## src/rtl/dispense_pkg.sv

```systemverilog
// ---------------------------------------------------------------------------
// dispense_pkg
// Shared definitions for the fluid dispense scheduler: fluid codes, status
// codes, FSM state encoding, slab pricing rates and loyalty discount tiers,
// plus the pricing helper functions used by the CHECK stage.
// ---------------------------------------------------------------------------
package dispense_pkg;

    typedef enum logic [1:0] {
        FLUID_WATER = 2'b00,
        FLUID_JUICE = 2'b01,
        FLUID_CHEM  = 2'b10,
        FLUID_BAD   = 2'b11
    } fluid_e;

    typedef enum logic [1:0] {
        ST_OK        = 2'b00,
        ST_NO_STOCK  = 2'b01,
        ST_BAD_FLUID = 2'b10,
        ST_ZERO_VOL  = 2'b11
    } status_e;

    typedef enum logic [1:0] {
        S_IDLE     = 2'd0,
        S_CHECK    = 2'd1,
        S_DISPENSE = 2'd2,
        S_DONE     = 2'd3
    } state_e;

    // Slab rates: first litre, then every further litre.
    localparam logic [15:0] RATE_WATER_FIRST = 16'd20;
    localparam logic [15:0] RATE_WATER_REST  = 16'd10;
    localparam logic [15:0] RATE_JUICE_FIRST = 16'd50;
    localparam logic [15:0] RATE_JUICE_REST  = 16'd30;
    localparam logic [15:0] RATE_CHEM_FIRST  = 16'd40;
    localparam logic [15:0] RATE_CHEM_REST   = 16'd20;

    // Loyalty tiers, keyed on successful transactions before this one.
    localparam logic [3:0] DISC_TIER1_MIN = 4'd3;
    localparam logic [3:0] DISC_TIER2_MIN = 4'd5;
    localparam logic [7:0] DISC_TIER1_PCT = 8'd10;
    localparam logic [7:0] DISC_TIER2_PCT = 8'd20;

    // Undiscounted price. Only meaningful for vol >= 1; a zero volume is
    // rejected before the price is ever used.
    function automatic logic [15:0] slab_price(input logic [1:0] fluid,
                                               input logic [7:0] vol);
        logic [15:0] first;
        logic [15:0] rest;
        logic [15:0] extra;
        first = RATE_WATER_FIRST;
        rest  = RATE_WATER_REST;
        case (fluid)
            FLUID_JUICE: begin first = RATE_JUICE_FIRST; rest = RATE_JUICE_REST; end
            FLUID_CHEM:  begin first = RATE_CHEM_FIRST;  rest = RATE_CHEM_REST;  end
            default:     begin first = RATE_WATER_FIRST; rest = RATE_WATER_REST; end
        endcase
        extra = {8'd0, vol} - 16'd1;
        return first + extra * rest;
    endfunction

    function automatic logic [7:0] discount_pct(input logic [3:0] count);
        if (count < DISC_TIER1_MIN)      return 8'd0;
        else if (count < DISC_TIER2_MIN) return DISC_TIER1_PCT;
        else                             return DISC_TIER2_PCT;
    endfunction

    // final = price - floor(price * pct / 100); the product needs 24 bits.
    function automatic logic [15:0] apply_discount(input logic [15:0] price,
                                                   input logic [3:0]  count);
        logic [23:0] prod;
        logic [23:0] cut;
        prod = {8'd0, price} * {16'd0, discount_pct(count)};
        cut  = prod / 24'd100;
        return price - cut[15:0];
    endfunction

endpackage

```

## src/rtl/dispense_scheduler_rr_arbiter.sv

```systemverilog
// ---------------------------------------------------------------------------
// rr_arbiter
// Round-robin selector for the kiosk request ports. The search starts at the
// pointer; the pointer moves to (granted + 1) mod NUM_REQ only when the
// grant is actually accepted. NUM_REQ must be at least 2.
//
// Ports:
//   clk, reset   clock, asynchronous active-high reset (pointer -> 0)
//   i_req        request vector
//   i_accept     grant is being consumed this cycle
//   o_grant      one-hot grant (all zero when no request)
//   o_grant_idx  binary index of the granted port
// ---------------------------------------------------------------------------
module rr_arbiter #(
    parameter  int NUM_REQ = 4,
    localparam int PW      = $clog2(NUM_REQ)
) (
    input  logic               clk,
    input  logic               reset,
    input  logic [NUM_REQ-1:0] i_req,
    input  logic               i_accept,
    output logic [NUM_REQ-1:0] o_grant,
    output logic [PW-1:0]      o_grant_idx
);

    logic [PW-1:0] r_ptr;

    always_comb begin
        logic          found;
        logic [PW-1:0] idx;
        o_grant     = '0;
        o_grant_idx = '0;
        found       = 1'b0;
        idx         = '0;
        for (int i = 0; i < NUM_REQ; i++) begin
            idx = PW'((int'(r_ptr) + i) % NUM_REQ);
            if (!found && i_req[idx]) begin
                found       = 1'b1;
                o_grant[idx] = 1'b1;
                o_grant_idx = idx;
            end
        end
    end

    always_ff @(posedge clk or posedge reset) begin
        if (reset) begin
            r_ptr <= '0;
        end else if (i_accept) begin
            r_ptr <= (o_grant_idx == PW'(NUM_REQ - 1)) ? '0 : o_grant_idx + 1'b1;
        end
    end

endmodule

```

## src/rtl/dispense_scheduler.sv

```systemverilog
// ---------------------------------------------------------------------------
// dispense_scheduler
// Serialises kiosk dispense requests onto a single pump. One request is
// granted in IDLE, validated and priced in CHECK, pumped for
// volume*TICKS_PER_L cycles in DISPENSE and reported in DONE.
//
// Ports:
//   clk, reset              clock, asynchronous active-high reset
//   req_valid/req_ready     per-port request / one-cycle accept pulse
//   req_fluid/volume/user   packed per-port fields (2/8/4 bits per port)
//   pump_on, pump_sel       pump enable and fluid select
//   done_valid              one-cycle completion pulse
//   done_port/status        port index and result code of that completion
//   done_price/remaining    charged price, post-transaction stock of fluid
//   busy                    high whenever the FSM is not IDLE
//   o_dbg_state             current FSM state
//   refill_valid/fluid/amt  stock top-up (only with STOCK_REFILL_EN defined)
//
// Build option: define STOCK_REFILL_EN to add the refill ports; without it
// stock only ever decreases.
//
// On a rejected request with fluid code 11 there is no stock to report, so
// done_remaining reads 0.
// ---------------------------------------------------------------------------
module dispense_scheduler
    import dispense_pkg::*;
#(
    parameter  int NUM_REQ     = 4,
    parameter  int TICKS_PER_L = 4,
    parameter  int WATER_INIT  = 100,
    parameter  int JUICE_INIT  = 80,
    parameter  int CHEM_INIT   = 60,
    localparam int PW          = $clog2(NUM_REQ)
) (
    input  logic                 clk,
    input  logic                 reset,
    input  logic [NUM_REQ-1:0]   req_valid,
    output logic [NUM_REQ-1:0]   req_ready,
    input  logic [2*NUM_REQ-1:0] req_fluid,
    input  logic [8*NUM_REQ-1:0] req_volume,
    input  logic [4*NUM_REQ-1:0] req_user,
`ifdef STOCK_REFILL_EN
    input  logic                 refill_valid,
    input  logic [1:0]           refill_fluid,
    input  logic [7:0]           refill_amt,
`endif
    output logic                 pump_on,
    output logic [1:0]           pump_sel,
    output logic                 done_valid,
    output logic [PW-1:0]        done_port,
    output logic [1:0]           done_status,
    output logic [15:0]          done_price,
    output logic [15:0]          done_remaining,
    output logic                 busy,
    output state_e               o_dbg_state
);

    state_e        r_state;
    state_e        w_next_state;

    logic [PW-1:0] r_port;
    logic [1:0]    r_fluid;
    logic [7:0]    r_volume;
    logic [3:0]    r_user;
    logic [1:0]    r_status;
    logic [15:0]   r_price;
    logic [15:0]   r_remaining;
    logic [23:0]   r_pump_cnt;
    logic [3:0]    r_count [16];
    logic [15:0]   r_stock_water;
    logic [15:0]   r_stock_juice;
    logic [15:0]   r_stock_chem;

    logic [NUM_REQ-1:0] w_grant;
    logic [PW-1:0]      w_grant_idx;
    logic               w_accept;
    logic [15:0]        w_stock_cur;
    logic [1:0]         w_status;
    logic               w_ok;
    logic [15:0]        w_price_final;
    logic [7:0]         w_debit_water, w_debit_juice, w_debit_chem;
    logic [7:0]         w_add_water,   w_add_juice,   w_add_chem;
    logic [15:0]        w_water_nxt,   w_juice_nxt,   w_chem_nxt;
    logic [15:0]        w_remaining;

    // Requests are only looked at while IDLE; everything else ignores valid.
    assign w_accept = (r_state == S_IDLE) && (|req_valid);

    rr_arbiter #(.NUM_REQ(NUM_REQ)) u_arb (
        .clk         (clk),
        .reset       (reset),
        .i_req       (req_valid),
        .i_accept    (w_accept),
        .o_grant     (w_grant),
        .o_grant_idx (w_grant_idx)
    );

    // ---------------- CHECK stage evaluation ----------------
    always_comb begin
        case (r_fluid)
            FLUID_WATER: w_stock_cur = r_stock_water;
            FLUID_JUICE: w_stock_cur = r_stock_juice;
            FLUID_CHEM:  w_stock_cur = r_stock_chem;
            default:     w_stock_cur = 16'd0;
        endcase
        if (r_fluid == FLUID_BAD)                w_status = ST_BAD_FLUID;
        else if (r_volume == 8'd0)               w_status = ST_ZERO_VOL;
        else if ({8'd0, r_volume} > w_stock_cur) w_status = ST_NO_STOCK;
        else                                     w_status = ST_OK;
    end

    assign w_ok          = (r_state == S_CHECK) && (w_status == ST_OK);
    assign w_price_final = apply_discount(slab_price(r_fluid, r_volume), r_count[r_user]);

    assign w_debit_water = (w_ok && r_fluid == FLUID_WATER) ? r_volume : 8'd0;
    assign w_debit_juice = (w_ok && r_fluid == FLUID_JUICE) ? r_volume : 8'd0;
    assign w_debit_chem  = (w_ok && r_fluid == FLUID_CHEM)  ? r_volume : 8'd0;

`ifdef STOCK_REFILL_EN
    assign w_add_water = (refill_valid && refill_fluid == FLUID_WATER) ? refill_amt : 8'd0;
    assign w_add_juice = (refill_valid && refill_fluid == FLUID_JUICE) ? refill_amt : 8'd0;
    assign w_add_chem  = (refill_valid && refill_fluid == FLUID_CHEM)  ? refill_amt : 8'd0;
`else
    assign w_add_water = 8'd0;
    assign w_add_juice = 8'd0;
    assign w_add_chem  = 8'd0;
`endif

    // Debit never exceeds stock (checked above), so only the top needs
    // saturation; debit and refill land together in one cycle.
    function automatic logic [15:0] stock_next(input logic [15:0] s,
                                               input logic [7:0]  debit,
                                               input logic [7:0]  add);
        logic [16:0] sum;
        sum = {1'b0, s} - {9'd0, debit} + {9'd0, add};
        return sum[16] ? 16'hFFFF : sum[15:0];
    endfunction

    assign w_water_nxt = stock_next(r_stock_water, w_debit_water, w_add_water);
    assign w_juice_nxt = stock_next(r_stock_juice, w_debit_juice, w_add_juice);
    assign w_chem_nxt  = stock_next(r_stock_chem,  w_debit_chem,  w_add_chem);

    always_comb begin
        case (r_fluid)
            FLUID_WATER: w_remaining = w_water_nxt;
            FLUID_JUICE: w_remaining = w_juice_nxt;
            FLUID_CHEM:  w_remaining = w_chem_nxt;
            default:     w_remaining = 16'd0;
        endcase
    end

    // ---------------- FSM ----------------
    always_ff @(posedge clk or posedge reset) begin
        if (reset) r_state <= S_IDLE;
        else       r_state <= w_next_state;
    end

    // Outputs decode straight from state so reset silences them at once.
    always_comb begin
        w_next_state   = r_state;
        req_ready      = '0;
        pump_on        = 1'b0;
        pump_sel       = 2'b00;
        done_valid     = 1'b0;
        done_port      = '0;
        done_status    = 2'b00;
        done_price     = 16'd0;
        done_remaining = 16'd0;
        busy           = 1'b1;
        case (r_state)
            S_IDLE: begin
                busy = 1'b0;
                if (w_accept) begin
                    req_ready    = w_grant;
                    w_next_state = S_CHECK;
                end
            end
            S_CHECK: begin
                w_next_state = (w_status == ST_OK) ? S_DISPENSE : S_DONE;
            end
            S_DISPENSE: begin
                pump_on  = 1'b1;
                pump_sel = r_fluid;
                if (r_pump_cnt == 24'd1) w_next_state = S_DONE;
            end
            S_DONE: begin
                done_valid     = 1'b1;
                done_port      = r_port;
                done_status    = r_status;
                done_price     = r_price;
                done_remaining = r_remaining;
                w_next_state   = S_IDLE;
            end
            default: w_next_state = S_IDLE;
        endcase
    end

    assign o_dbg_state = r_state;

    // ---------------- Datapath ----------------
    always_ff @(posedge clk or posedge reset) begin
        if (reset) begin
            r_port        <= '0;
            r_fluid       <= 2'b00;
            r_volume      <= 8'd0;
            r_user        <= 4'd0;
            r_status      <= 2'b00;
            r_price       <= 16'd0;
            r_remaining   <= 16'd0;
            r_pump_cnt    <= 24'd0;
            r_stock_water <= 16'(WATER_INIT);
            r_stock_juice <= 16'(JUICE_INIT);
            r_stock_chem  <= 16'(CHEM_INIT);
            for (int i = 0; i < 16; i++) r_count[i] <= 4'd0;
        end else begin
            if (w_accept) begin
                r_port   <= w_grant_idx;
                r_fluid  <= req_fluid[{w_grant_idx, 1'b0} +: 2];
                r_volume <= req_volume[{w_grant_idx, 3'b000} +: 8];
                r_user   <= req_user[{w_grant_idx, 2'b00} +: 4];
            end
            if (r_state == S_CHECK) begin
                r_status    <= w_status;
                r_price     <= w_ok ? w_price_final : 16'd0;
                r_remaining <= w_remaining;
                r_pump_cnt  <= w_ok ? ({16'd0, r_volume} * 24'(TICKS_PER_L)) : 24'd0;
            end else if (r_state == S_DISPENSE) begin
                r_pump_cnt <= r_pump_cnt - 24'd1;
            end
            if (w_ok && r_count[r_user] != 4'hF) begin
                r_count[r_user] <= r_count[r_user] + 4'd1;
            end
            r_stock_water <= w_water_nxt;
            r_stock_juice <= w_juice_nxt;
            r_stock_chem  <= w_chem_nxt;
        end
    end

endmodule
```

## config.mk

```make
export PLATFORM = sky130hd
export DESIGN_NAME = dispense_scheduler
export DESIGN_NICKNAME = d
export VERILOG_FILES = /design/src/rtl/dispense_pkg.sv /design/src/rtl/dispense_scheduler_rr_arbiter.sv /design/src/rtl/dispense_scheduler.sv
export SDC_FILE = /design/constraint.sdc
export NUM_CORES = 1
export LEC_CHECK = 0
export CELL_PAD_IN_SITES_DETAIL_PLACEMENT = 0
export CELL_PAD_IN_SITES_GLOBAL_PLACEMENT = 1
export CORE_ASPECT_RATIO = 1.5
export CORE_MARGIN = 10
export CORE_UTILIZATION = 43
export DETAILED_ROUTE_END_ITERATION = 8
export GPL_TIMING_DRIVEN = 0
export HOLD_SLACK_MARGIN = 0.03
export PLACE_DENSITY_LB_ADDON = 0.05
export SETUP_SLACK_MARGIN = 0.2
export SLEW_MARGIN = 20
export SYNTH_ARGS = -nofsm -noshare
export SYNTH_HDL_FRONTEND = slang
export SYNTH_SLANG_ARGS = --single-unit
```

## constraint.sdc

```tcl
create_clock -name clk -period 15.8 [get_ports clk]
set_input_delay 3.16 -clock clk [delete_from_list [all_inputs] [get_ports clk]]
set_output_delay 3.16 -clock clk [all_outputs]
set_load 0.01 [all_outputs]
```

# After elaboration in Yosys (flattened, before gate mapping)
# Index checks and enable logic that the tools add are counted.
# totals
register_bits	190
elab_cells	166
# op_classes
addsub	12
n_mul	2
div	1
n_lt_le_gt_ge	13
n_eq_ne	11
n_shift	3
muxes	67
bitwise	4
reduce_logical	24
# ops
op	count
$mux 16	6
$pmux 16 s3	2
$bwmux 64	1
$sub 16x8->17	3
$mux 24	2
$mux 4	9
$shiftx 32x6->8	1
$div 24x7->24 const B	1
$eq 24x1->1 const B	1
$mul 16x8->24	1
$mux 2	12
$mux 8	3
$sub 24x1->24 const B	1
$add 16x16->16	1
$bmux 4 s4	1
$demux 4 s4	1
$gt 8x16->1	1
$mux 1	16
$shiftx 16x5->4	1
$sub 16x16->16	1
$mul 9x6->15	1
$logic_and 1x1->1	14
$lt 2x3->1 const B	4
$or 4x4->4	3
other kinds (29)	50

# Longest topological paths before layout
# Gate-level depths: netlist of run 1.
# depth
depth_word	14
depth_mapped	88

# Hierarchy
# Synthesis of run 1 repeated with hierarchy kept, for this count alone.
# unflattened
hier_cells	2138
hier_area_um2	18758.0
# by_module_without_submodules
mod	instances	cells_each	area_each_um2
dispense_scheduler	1	2061	18141.1
rr_arbiter	1	77	616.8

# Worst setup path after synthesis of run 1
# Ideal clock, no wire load.
# synth_timing
path_kind	register to register
start	reg r_volume[0]
end	reg r_price[14]
setup_time_ns	0.135
t_arrival_ns	17.016
required_time_ns	15.665
slack_ns	-1.350
path_stages_with_launch	83
path_cell_list	dfrtp_1 clkbuf_1 inv_1 ha_1 xor2_1 and2_1 ha_1 inv_1 fa_1 fa_1 inv_1 ha_1 a21o_1 a21oi_1 o21bai_1 a21oi_1 o21bai_1 a21oi_1 [47 not listed] mux2i_1 a22oi_2 fa_1 nor2b_1 o21ai_0 nand2b_1 a21o_1 a21o_1 a21o_1 a21o_1 a21o_1 a21o_1 a21oi_1 o21bai_1 a21o_1 a21oi_1 xor2_1 o22ai_1
# synth_between
elab_chain_cells	7
word_cells_on_any_way	14
cone_classes	add/sub: 3; mul: 2; div: 1; order compare: 1; mux: 4; reduce/logical: 3
# synth_lines
item	line_no	source
from (decl)	dispense_scheduler.sv:63	logic [7:0] r_volume;
from (signal assigned)	dispense_scheduler.sv:219	r_volume <= req_volume[{w_grant_idx, 3'b000} +: 8];
$sub 8x1->9 or $gt 8x16->1 (tied branches)	dispense_pkg.sv:58, dispense_scheduler.sv:108	
$mul 9x6->15 or $mux 1 (tied branches)	dispense_pkg.sv:59, dispense_scheduler.sv:108	
$add 16x16->16 or $mux 2 (tied branches)	dispense_pkg.sv:59, dispense_scheduler.sv:107	
$mul 16x8->24 or $mux 2 (tied branches)	dispense_pkg.sv:73, dispense_scheduler.sv:106	
$div 24x7->24 or $logic_not 2->1 (tied branches)	dispense_pkg.sv:74, dispense_scheduler.sv:112	
$sub 16x16->16 or $logic_and 1x1->1 (tied branches)	dispense_pkg.sv:75, dispense_scheduler.sv:112	
$mux 16 (*)	dispense_scheduler.sv:224	r_price <= w_ok ? w_price_final : 16'd0;
to (signal assigned)	dispense_scheduler.sv:224	
to (decl)	dispense_scheduler.sv:66	logic [15:0] r_price;
# Every way passes the cells marked *; elsewhere a longest branch is shown, timed or not.
# A chain may end at the register's enable or synchronous reset.

# Worst setup path after layout of run 1
# Ends and elaborated chain as after synthesis.

==> metrics.md, run 1 <==
| Metric | Value |
|---|---|
| Outcome | finished, violations left |
| Failing checks | negative setup slack |
| Htree depth | 4 |
| Cell taking the most area after synthesis | dfrtp_1 |
| Cell Rows | 94 |
| Die width | 192 um |
| Vias in the first global route | 19139 |
| Syn Area/Cell | 8.54 um2 |
| Crit Path Max Fanout | 9 |
| Routability-driven placement congestion ratio | 0.920 |
| Synth Net Count | 2474 |
| Largest net degree at the start of global routing | 85 |
| Congestion Overflow GR | 0 |
| Maxcap violations | 0 |
| RSZ-0062 raised after global routing | yes |
| Number of routed nets with antenna violations | 0 |
| Worst hold path class | reg -> reg |
| Post-route cell area | 26200 um2 |
| CTS tree | done |
| Clk_skew | 0.0193 ns |
| CP top delay family | compound AO/OA/AOI/OAI gates |
| Placed instance area | 21500 um2 |
| Total number of vias | 18395 |
| CP required | 16.12 ns |
| Starting Density | 0.435 |
| Synthesized instance count | 2231 |
| Relative slew margins | 0.279 |
| Hold_buf cts | 0 |
| Slowest stage cell, crit path | fa_1 |
| Commonest non-fill, non-tap cells in the layout | 178 x dfrtp_1, 176 x buf_4, 162 x nand2_1 |
| EDFF count, synth | 0 |
| Chip height | 278 um |
| Post-synth top area share | 0.238 |
| Total track usage | 0.237 |
| Slew @ Worst Pin | 1.08 ns |
| Distinct cells, synth | 114 |
| DP Wirelength | 48900 um |
| Final setup violation count | 16 |
| Min Tclk post-route | 17.53 ns |
| Core Util, Final | 0.598 |
| Worst setup SP type | flip-flop |
| Post-DR wirelength/cell | 20.5 um |
| Seq/Total Area, Yosys | 0.250 |
| Area grow syn2layout | 37.6% |
| Clk pin slew, worst setup/hold paths | 0.09 ns |
| Fin crit share | 1.11 |
| Total wire length | 65000 um |
| CP peak stage delay | 0.57 ns |
| R2R cell count | 86 |
| Netlist Area Pre-Place | 19100 um2 |
| Number of port buffers | 108 |
| # IOs | 109 |
| # diodes | 0 |
| Clk sinks | 190 |
| Endpoints failing hold | 0 |
| Vias per Instance | 5.79 |
| First drt pass iteration count | 5 |
| Maximum buffer depth of the clock tree | 2 |
| Hold-critical path depth | 2 |
| Ys Warns | 0 |
| Slew Viols, Final | 0 |
| Worst skew pair latency | 0.47 ns |
| Filler cells | 3828 |
| Hold WS | 0.489 ns |
| Register bit count reported by yosys | 190 |
| Area contributors post-synth | dfrtp_1 24%, ha_1 9.4%, fa_1 4.0% |
| DRC viols | 0 |
| Post-synth top flop | dfrtp_1 |
| Clock root buffer | clkbuf_16 |
| DIE AREA | 53300 um2 |
| Most common cell after layout, fill and taps aside | dfrtp_1 |
| Crit end category | flip-flop |
| First-pass GRT wire length | 102000 um |
| DR iter-0 viols | 830 |
| CTS Buf Count | 17 |
| Core Box Area | 43900 um2 |
| Worst path arrival time | 17.85 ns |
| Crit Path Class | reg -> reg |
| Final net count | 2829 |
| Crit. path cell count | 86 |
| Layout cells sized above 1 | 0.299 |
| Most used cell, CP | a21o_1 |
| Fmax | 0.0571 GHz |
| Initial antenna violation count | 0 |
| Setup ws final | -1.73 ns |
| Async S/R FF share, synth | 1.00 |
| CP bufs+invs | 16 |
state kept, by name (all words and copies together) (netlist names), named ones only:
signal and cells:
r_count 64, r_pump_cnt 24, r_price 16, r_remaining 16, r_stock_chem 16, r_stock_juice 16, r_stock_water 16, r_volume 8
r_user 4, o_dbg_state 2, r_fluid 2, r_port 2, r_status 2, u_arb.r_ptr 1
final cells by class:
cell class	instances	area [um2]	share of cell area
inverters	175	697	0.0266
clock buffers	17	425	0.0162
repair buffers	335	3100	0.118
flip-flops and latches	190	4770	0.182
well taps	576	721	0.0275
plain buffers	102	601	0.0229
multi-input cells	1765	15700	0.598
clock inverters	15	224	0.00854
final timing paths:
kind	from	end	slack (ns)
worst max-delay path	r_volume[0]$_DFFE_PP0P_	r_price[14]$_DFFE_PP0P_	-1.73
worst min-delay path	r_count[58]$_DFFE_PP0P_	r_count[58]$_DFFE_PP0P_	0.49
worst max register to register	r_volume[0]$_DFFE_PP0P_	r_price[14]$_DFFE_PP0P_	-1.73
worst min register to register	r_count[58]$_DFFE_PP0P_	r_count[58]$_DFFE_PP0P_	0.49
max in group asynchronous	reset	r_fluid[1]$_DFFE_PP0P_	11.63
min in group asynchronous	reset	r_count[39]$_DFFE_PP0P_	3.04
tightest hold or removal path: stages, from the launching register on:
cell and delay [ns]:
dfrtp_1 0.35, nand2_1 0.05, o21ai_0 0.06
per-layer routing:
| metal | part of all wire | vias to the layer above | GRT usage | routed length, um |
|---|---|---|---|---|
| met1 | 0.36 | 8974 | 0.237 | 23600 |
| met3 | 0.033 | 163 | 0.0305 | 2130 |
| met2 | 0.56 | 457 | 0.466 | 36200 |
| met4 | 0.048 | 0 | 0.106 | 3110 |
| met5 | 0 | - | 0 | 0 |
| li1 | - | 8801 | - | - |
kinds of logic after synthesis:
family,count (synthesis),share of synthesized area
mux,110,0.0755
fa+ha+maj,185,0.136
simple gates,728,0.192
flops,190,0.250
buf+inv,277,0.0563
compound gates,624,0.235
xor+xnor,117,0.0555
per-stage QoR:
stage	cells	setup TNS, ns	setup slack [ns]
2_1_floorplan	2231	-0.543	-0.407
3_3_place_gp	2915	-51.08	-4.38
3_5_place_dp	2917	-44.68	-4.00
4_1_cts	3115	-14.82	-1.63
5_1_grt	3175	-26.16	-2.40
6_report	3175	-16.77	-1.73
Yosys cell counts (all sizes together), types with 58 or more instances:
cell type / number
inv: 174
nand3: 62
nand2: 184
dfrtp: 181
nor2: 178
o21ai: 156
ha: 143
mux2: 58
a21oi: 120
xnor2: 86
clkbuf: 76
and2: 72
timing repair:
action                                  4_1_cts  5_1_grt
endpoints found under the setup margin       16       16
setup buffers                               166       59
pin swaps                                   127      122
gates resized for setup                     250      216
cloned                                        0        1
Power of run 1 is not shown: default switching activity piles up to over one toggle a cycle in this logic, so the estimate is an artifact.
==> inputs of run 2 (changes only) <==
CORE_ASPECT_RATIO = not set   (was 1.5)
==> metrics.md, run 2 (synthesis gave the netlist of run 1 again) <==
| Metric | Value |
|---|---|
| Outcome | finished, violations left |
| Failing checks | negative setup slack |
| Grt met1 use | 0.266 (+0.0298) |
| Number of port buffers | 108 (unchanged) |
| DR iter-0 viols | 1242 (+50%) |
| Worst hold path class | reg -> reg |
| DIE AREA | 53200 um2 (-0.33%) |
| Max reg flops | 64 (unchanged) |
| Clock root buffer | clkbuf_16 |
| Cell Rows | 77 (-18%) |
| Final Non-Filler Cells | 3156 (-0.60%) |
| Most common cell after layout, fill and taps aside | dfrtp_1 |
| CP peak stage delay | 0.56 ns (about the same) |
| Clk_skew | 0.0129 ns (-0.00640 ns) |
| First drt pass iteration count | 8 (+3) |
| CP top delay family | compound AO/OA/AOI/OAI gates |
| Fin crit share | 1.11 (+0.00121) |
| Core Util, Final | 0.578 (-0.0201) |
| Initial antenna violation count | 0 (unchanged) |
| Post-DR wirelength/cell | 19.0 um (-7.2%) |
| # diodes | 0 (unchanged) |
| CTS Buf Count | 17 (unchanged) |
| Total track usage | 0.217 (-0.0205) |
| Final net count | 2794 (-1.2%) |
| Worst skew pair latency | 0.45 ns (-0.02 ns) |
| Maximum buffer depth of the clock tree | 2 (unchanged) |
| Layout cells sized above 1 | 0.282 (-0.0178) |
| Vias in the first global route | 18249 (-4.7%) |
| Vias per Instance | 5.79 (about the same) |
| Die width | 231 um (+20%) |
| Total wire length | 59900 um (-7.8%) |
| Starting Density | 0.433 (-0.00157) |
| Final setup violation count | 15 (-1) |
| Congestion Overflow GR | 0 (unchanged) |
| DRC viols | 0 (unchanged) |
| Total number of vias | 18273 (-0.66%) |
| CP required | 16.11 ns (about the same) |
| Crit path launch | r_volume[1]$_DFFE_PP0P_ |
| Htree depth | 4 (unchanged) |
| Cell Count Post-Placement | 2932 (+0.51%) |
| Clk pin slew, worst setup/hold paths | 0.07 ns (-0.02 ns) |
| Met3 usage | 0.0338 (+0.00333) |
| Number of routed nets with antenna violations | 0 (unchanged) |
| Fmax | 0.0570 GHz (-0.11%) |
| Area of the multi-input gates | 15400 um2 (-1.7%) |
| Relative slew margins | 0.303 (+0.0244) |
| Slew @ Worst Pin | 1.04 ns (-0.0364 ns) |
| Largest net degree at the start of global routing | 102 (+20%) |
| Reg area | 4770 um2 (unchanged) |
| Largest registers | r_count (64), r_pump_cnt (24) |
| Worst setup SP type | flip-flop |
| Core Box Area | 44000 um2 (+0.36%) |
| Chip height | 231 um (-17%) |
| Crit Path Max Fanout | 6 (-3) |
| DP Wirelength | 44000 um (-10%) |
| Slowest stage cell, crit path | or4_4 |
| Endpoints failing hold | 0 (unchanged) |
| Crit Path Class | reg -> reg |
| Worst r2r src | r_volume[1]$_DFFE_PP0P_ |
| GR Util met2 | 0.380 (-0.0862) |
| Filler cells | 3951 (+3.2%) |
| Clk sinks | 190 (unchanged) |
| CTS tree | done |
| Final TNS setup | -13.13 ns (+3.64 ns) |
| Worst path arrival time | 17.86 ns (about the same) |
| Setup ws final | -1.75 ns (-0.0192 ns) |
| Maxcap violations | 0 (unchanged) |
| Hold Crit Start | r_count[52]$_DFFE_PP0P_ |
| CP bufs+invs | 17 (+1) |
| Slew Viols, Final | 0 (unchanged) |
| # IOs | 109 (unchanged) |
| Crit end category | flip-flop |
| Commonest non-fill, non-tap cells in the layout | 178 x dfrtp_1, 173 x buf_4, 161 x nand2_1 |
| RSZ-0062 raised after global routing | yes |
| GRT busiest layer | met2 |
| Min Tclk post-route | 17.55 ns (+0.0192 ns) |
| Area grow syn2layout | 33.4% |
| First-pass GRT wire length | 95100 um (-6.6%) |
| Largest reg by FF count | r_count |
| Hold_buf cts | 0 (unchanged) |
| Routability-driven placement congestion ratio | 0.879 (-4.5%) |
==> run 2: cell types whose count changed in the layout (fill, tap and decap cells not counted), moves of 5 or more <==
cell | before | now
clkinv_8 | 5 | 0
o21ai_2 | 9 | 15
ha_4 | 29 | 19
o21ai_0 | 118 | 110
buf_6 | 61 | 31
ha_1 | 113 | 121
==> run 2: timing repair <==
action	in CTS	in global routing
pin swaps	120	117
cloned	1	1
resized for setup	263	134
setup buffers	149	41
setup endpoints to repair	16	16
==> run 2: metrics by stage <==
| step | setup slack [ns] | hold WS [ns] | instance area, um2 |
|---|---|---|---|
| floorplan | -0.407 | 0.445 | 19600 |
| global placement | -3.89 | 0.458 | 21400 |
| detailed placement | -3.55 | 0.467 | 21500 |
| CTS | -1.34 | 0.483 | 24500 |
| global route | -2.60 | 0.502 | 25400 |
| finish | -1.75 | 0.479 | 25400 |
==> run 2: worst min-delay path, delay by kind of cell, from the launching register on <==
family             cells  cell delay (ns)
and+or+nand+nor        1             0.04
AOI/OAI and AO/OA      1             0.06
DFF                    1             0.34
==> run 2: final cells by class <==
class,count,share of cell area
clock buffer,20,0.0176
inverter,175,0.0270
multi-input combinational,1765,0.607
tap,592,0.0291
sequential,190,0.188
buffer,102,0.0228
timing repair buffer,300,0.104
clock inverter,12,0.00492
==> run 2: per-layer routing <==
metal  vias to the layer above  wire [um]
met5                         -          0
met4                         0       1450
met3                        94       2880
met2                       480      30100
met1                      8937      25500
li1                       8762          -
==> run 2: final timing paths <==
path | cells after the start | to | slack (ns)
setup / recovery | 87 | r_price[14]$_DFFE_PP0P_ | -1.75
hold / removal | 2 | r_count[52]$_DFFE_PP0P_ | 0.48
setup reg to reg | 87 | r_price[14]$_DFFE_PP0P_ | -1.75
hold reg to reg | 2 | r_count[52]$_DFFE_PP0P_ | 0.48
max in group asynchronous | 3 | r_volume[1]$_DFFE_PP0P_ | 11.59
min in group asynchronous | 2 | r_stock_water[1]$_DFF_PP0_ | 3.19
Power of run 2 is left out for the same reason.
==> inputs of run 3 (changes only) <==
GPL_TIMING_DRIVEN = 1   (was 0)
==> metrics.md, run 3 (synthesis gave the netlist of run 1 again) <==
| Metric | Value |
|---|---|
| Total track usage | 0.214 (-0.00292) |
| Starting Density | 0.433 (unchanged) |
| Placed instance area | 24200 um2 (+13%) |
| Slowest stage cell, crit path | or4_4 |
| Failing checks | negative setup slack |
| Largest net degree at the start of global routing | 108 (+5.9%) |
| Worst path arrival time | 17.32 ns (-0.54 ns) |
| Slew Viols, Final | 0 (unchanged) |
| Htree depth | 4 (unchanged) |
| # IOs | 109 (unchanged) |
| Dpl ws | -1.53 ns (+2.02 ns) |
| Worst skew pair latency | 0.46 ns (about the same) |
| Worst setup SP type | flip-flop |
| DRC viols | 0 (unchanged) |
| First-pass GRT wire length | 95300 um (+0.28%) |
| Clk sinks | 190 (unchanged) |
| Number of port buffers | 108 (unchanged) |
| Commonest non-fill, non-tap cells in the layout | 498 x buf_4, 178 x dfrtp_1, 166 x nand2_1 |
| Worst hold path class | reg -> reg |
| CTS Buf Count | 17 (unchanged) |
| Post-route cell area | 27400 um2 (+7.8%) |
| Relative slew margins | 0.281 (-0.0221) |
| # diodes | 0 (unchanged) |
| Crit Path Class | reg -> reg |
| Initial antenna violation count | 2 (+2) |
| Chip height | 231 um (unchanged) |
| RSZ-0062 raised after global routing | yes |
| Maxcap violations | 0 (unchanged) |
| CTS tree | done |
| Vias in the first global route | 18960 (+3.9%) |
| Most used cell, CP | buf_4 |
| Cell Rows | 77 (unchanged) |
| Maximum buffer depth of the clock tree | 2 (unchanged) |
| Setup ws final | -1.20 ns (+0.549 ns) |
| Min Tclk post-route | 17.00 ns (-0.549 ns) |
| DP Wirelength | 44500 um (+1.2%) |
| First drt pass iteration count | 8 (unchanged) |
| CP top delay family | compound AO/OA/AOI/OAI gates |
| Post-DR wirelength/cell | 17.3 um (-8.9%) |
| Endpoints failing hold | 0 (unchanged) |
| Fin crit share | 1.08 (-0.0347) |
| Reg area | 4770 um2 (unchanged) |
| Number of routed nets with antenna violations | 0 (unchanged) |
| CP bufs+invs | 13 (-4) |
| CP peak stage delay | 0.56 ns (about the same) |
| Clock root buffer | clkbuf_16 |
| Largest registers | r_count (64), r_pump_cnt (24) |
| Area of the multi-input gates | 15200 um2 (-1.2%) |
| Routability-driven placement congestion ratio | 0.894 (+1.7%) |
| Most common cell after layout, fill and taps aside | buf_4 |
| Vias per Instance | 5.53 (-4.6%) |
| Congestion Overflow GR | 0 (unchanged) |
| Clk pin slew, worst setup/hold paths | 0.07 ns (about the same) |
| Grt met1 use | 0.267 (+0.000672) |
| Final setup violation count | 14 (-1) |
| Die width | 231 um (unchanged) |
| Filler cells | 3761 (-4.8%) |
| Slew @ Worst Pin | 1.08 ns (+0.0330 ns) |
| Crit end category | flip-flop |
| Clk_skew | 0.0101 ns (-0.00278 ns) |
| Total wire length | 58900 um (-1.7%) |
| Fmax | 0.0588 GHz (+3.2%) |
| GR Util met2 | 0.373 (-0.00710) |
| Final net count | 3042 (+8.9%) |
| DR iter-0 viols | 1121 (-9.7%) |
| Largest reg by FF count | r_count |
| Core Box Area | 44000 um2 (unchanged) |
| Area grow syn2layout | 43.8% |
| Hold_buf cts | 0 (unchanged) |
| CP required | 16.12 ns (about the same) |
| Met3 usage | 0.0386 (+0.00478) |
| Outcome | finished, violations left |
| GRT busiest layer | met2 |
| Layout cells sized above 1 | 0.366 (+0.0843) |
| Max reg flops | 64 (unchanged) |
| Total number of vias | 18808 (+2.9%) |
| DIE AREA | 53200 um2 (unchanged) |
| Crit Path Max Fanout | 8 (+2) |
[run 3: cell count changes in the layout (fill, tap and decap cells not counted), sizes merged]
cell	change
clkbuf	-74
buf	+320
xnor2	-1
inv	+1
clkinv	+2
[run 3: cell type report]
class                      instances  area share
clock buffer                      17      0.0155
clock inverter                    15     0.00707
inverter                         175      0.0246
multi-input combinational       1764       0.556
sequential                       190       0.174
tap                              592      0.0270
timing repair buffer             651       0.196
[run 3: worst reg2reg max path, delay by kind of cell, from the launching register on]
| kind | cells | cell delay (ns) |
|---|---|---|
| flip-flops | 1 | 0.43 |
| AO/OA/AOI/OAI | 43 | 8.54 |
| adder cells (fa/ha/maj) | 10 | 3.38 |
| XOR/XNOR | 3 | 0.44 |
| buffers and inverters | 13 | 1.73 |
| AND/OR/NAND/NOR | 13 | 2.35 |
[run 3: worst paths after layout]
kind,from,slack (ns),end,depth (start not counted)
worst max-delay path,r_volume[0]$_DFFE_PP0P_,-1.20,r_price[14]$_DFFE_PP0P_,82
worst min-delay path,r_count[30]$_DFFE_PP0P_,0.48,r_count[30]$_DFFE_PP0P_,2
worst max register to register,r_volume[0]$_DFFE_PP0P_,-1.20,r_price[14]$_DFFE_PP0P_,82
worst min register to register,r_count[30]$_DFFE_PP0P_,0.48,r_count[30]$_DFFE_PP0P_,2
max in group asynchronous,reset,11.29,r_price[0]$_DFFE_PP0P_,3
min in group asynchronous,reset,3.24,r_remaining[1]$_DFFE_PP0P_,2
[run 3: metal layers]
layer	part of all wire	vias up
met5	0.00034	-
met4	0.018	4
met3	0.042	92
met2	0.50	402
met1	0.44	9061
li1	-	9249
[run 3: through the flow]
stage	TNS [ns]	util	hold slack (ns)	instances
finish	-9.56	0.623	0.481	3404
CTS	-5.04	0.598	0.489	3356
global placement	-10.52	0.549	0.458	3250
global route	-18.96	0.623	0.505	3404
detailed placement	-11.18	0.549	0.472	3250
floorplan	-0.543	-	0.445	2231
[run 3: repair_timing]
| action | CTS | global route |
|---|---|---|
| endpoints found under the setup margin | 15 | 16 |
| buffers inserted | 74 | 47 |
| gates resized for setup | 182 | 139 |
| pin swaps | 108 | 97 |
| gates cloned | 0 | 1 |
Power of run 3 is left out for the same reason.
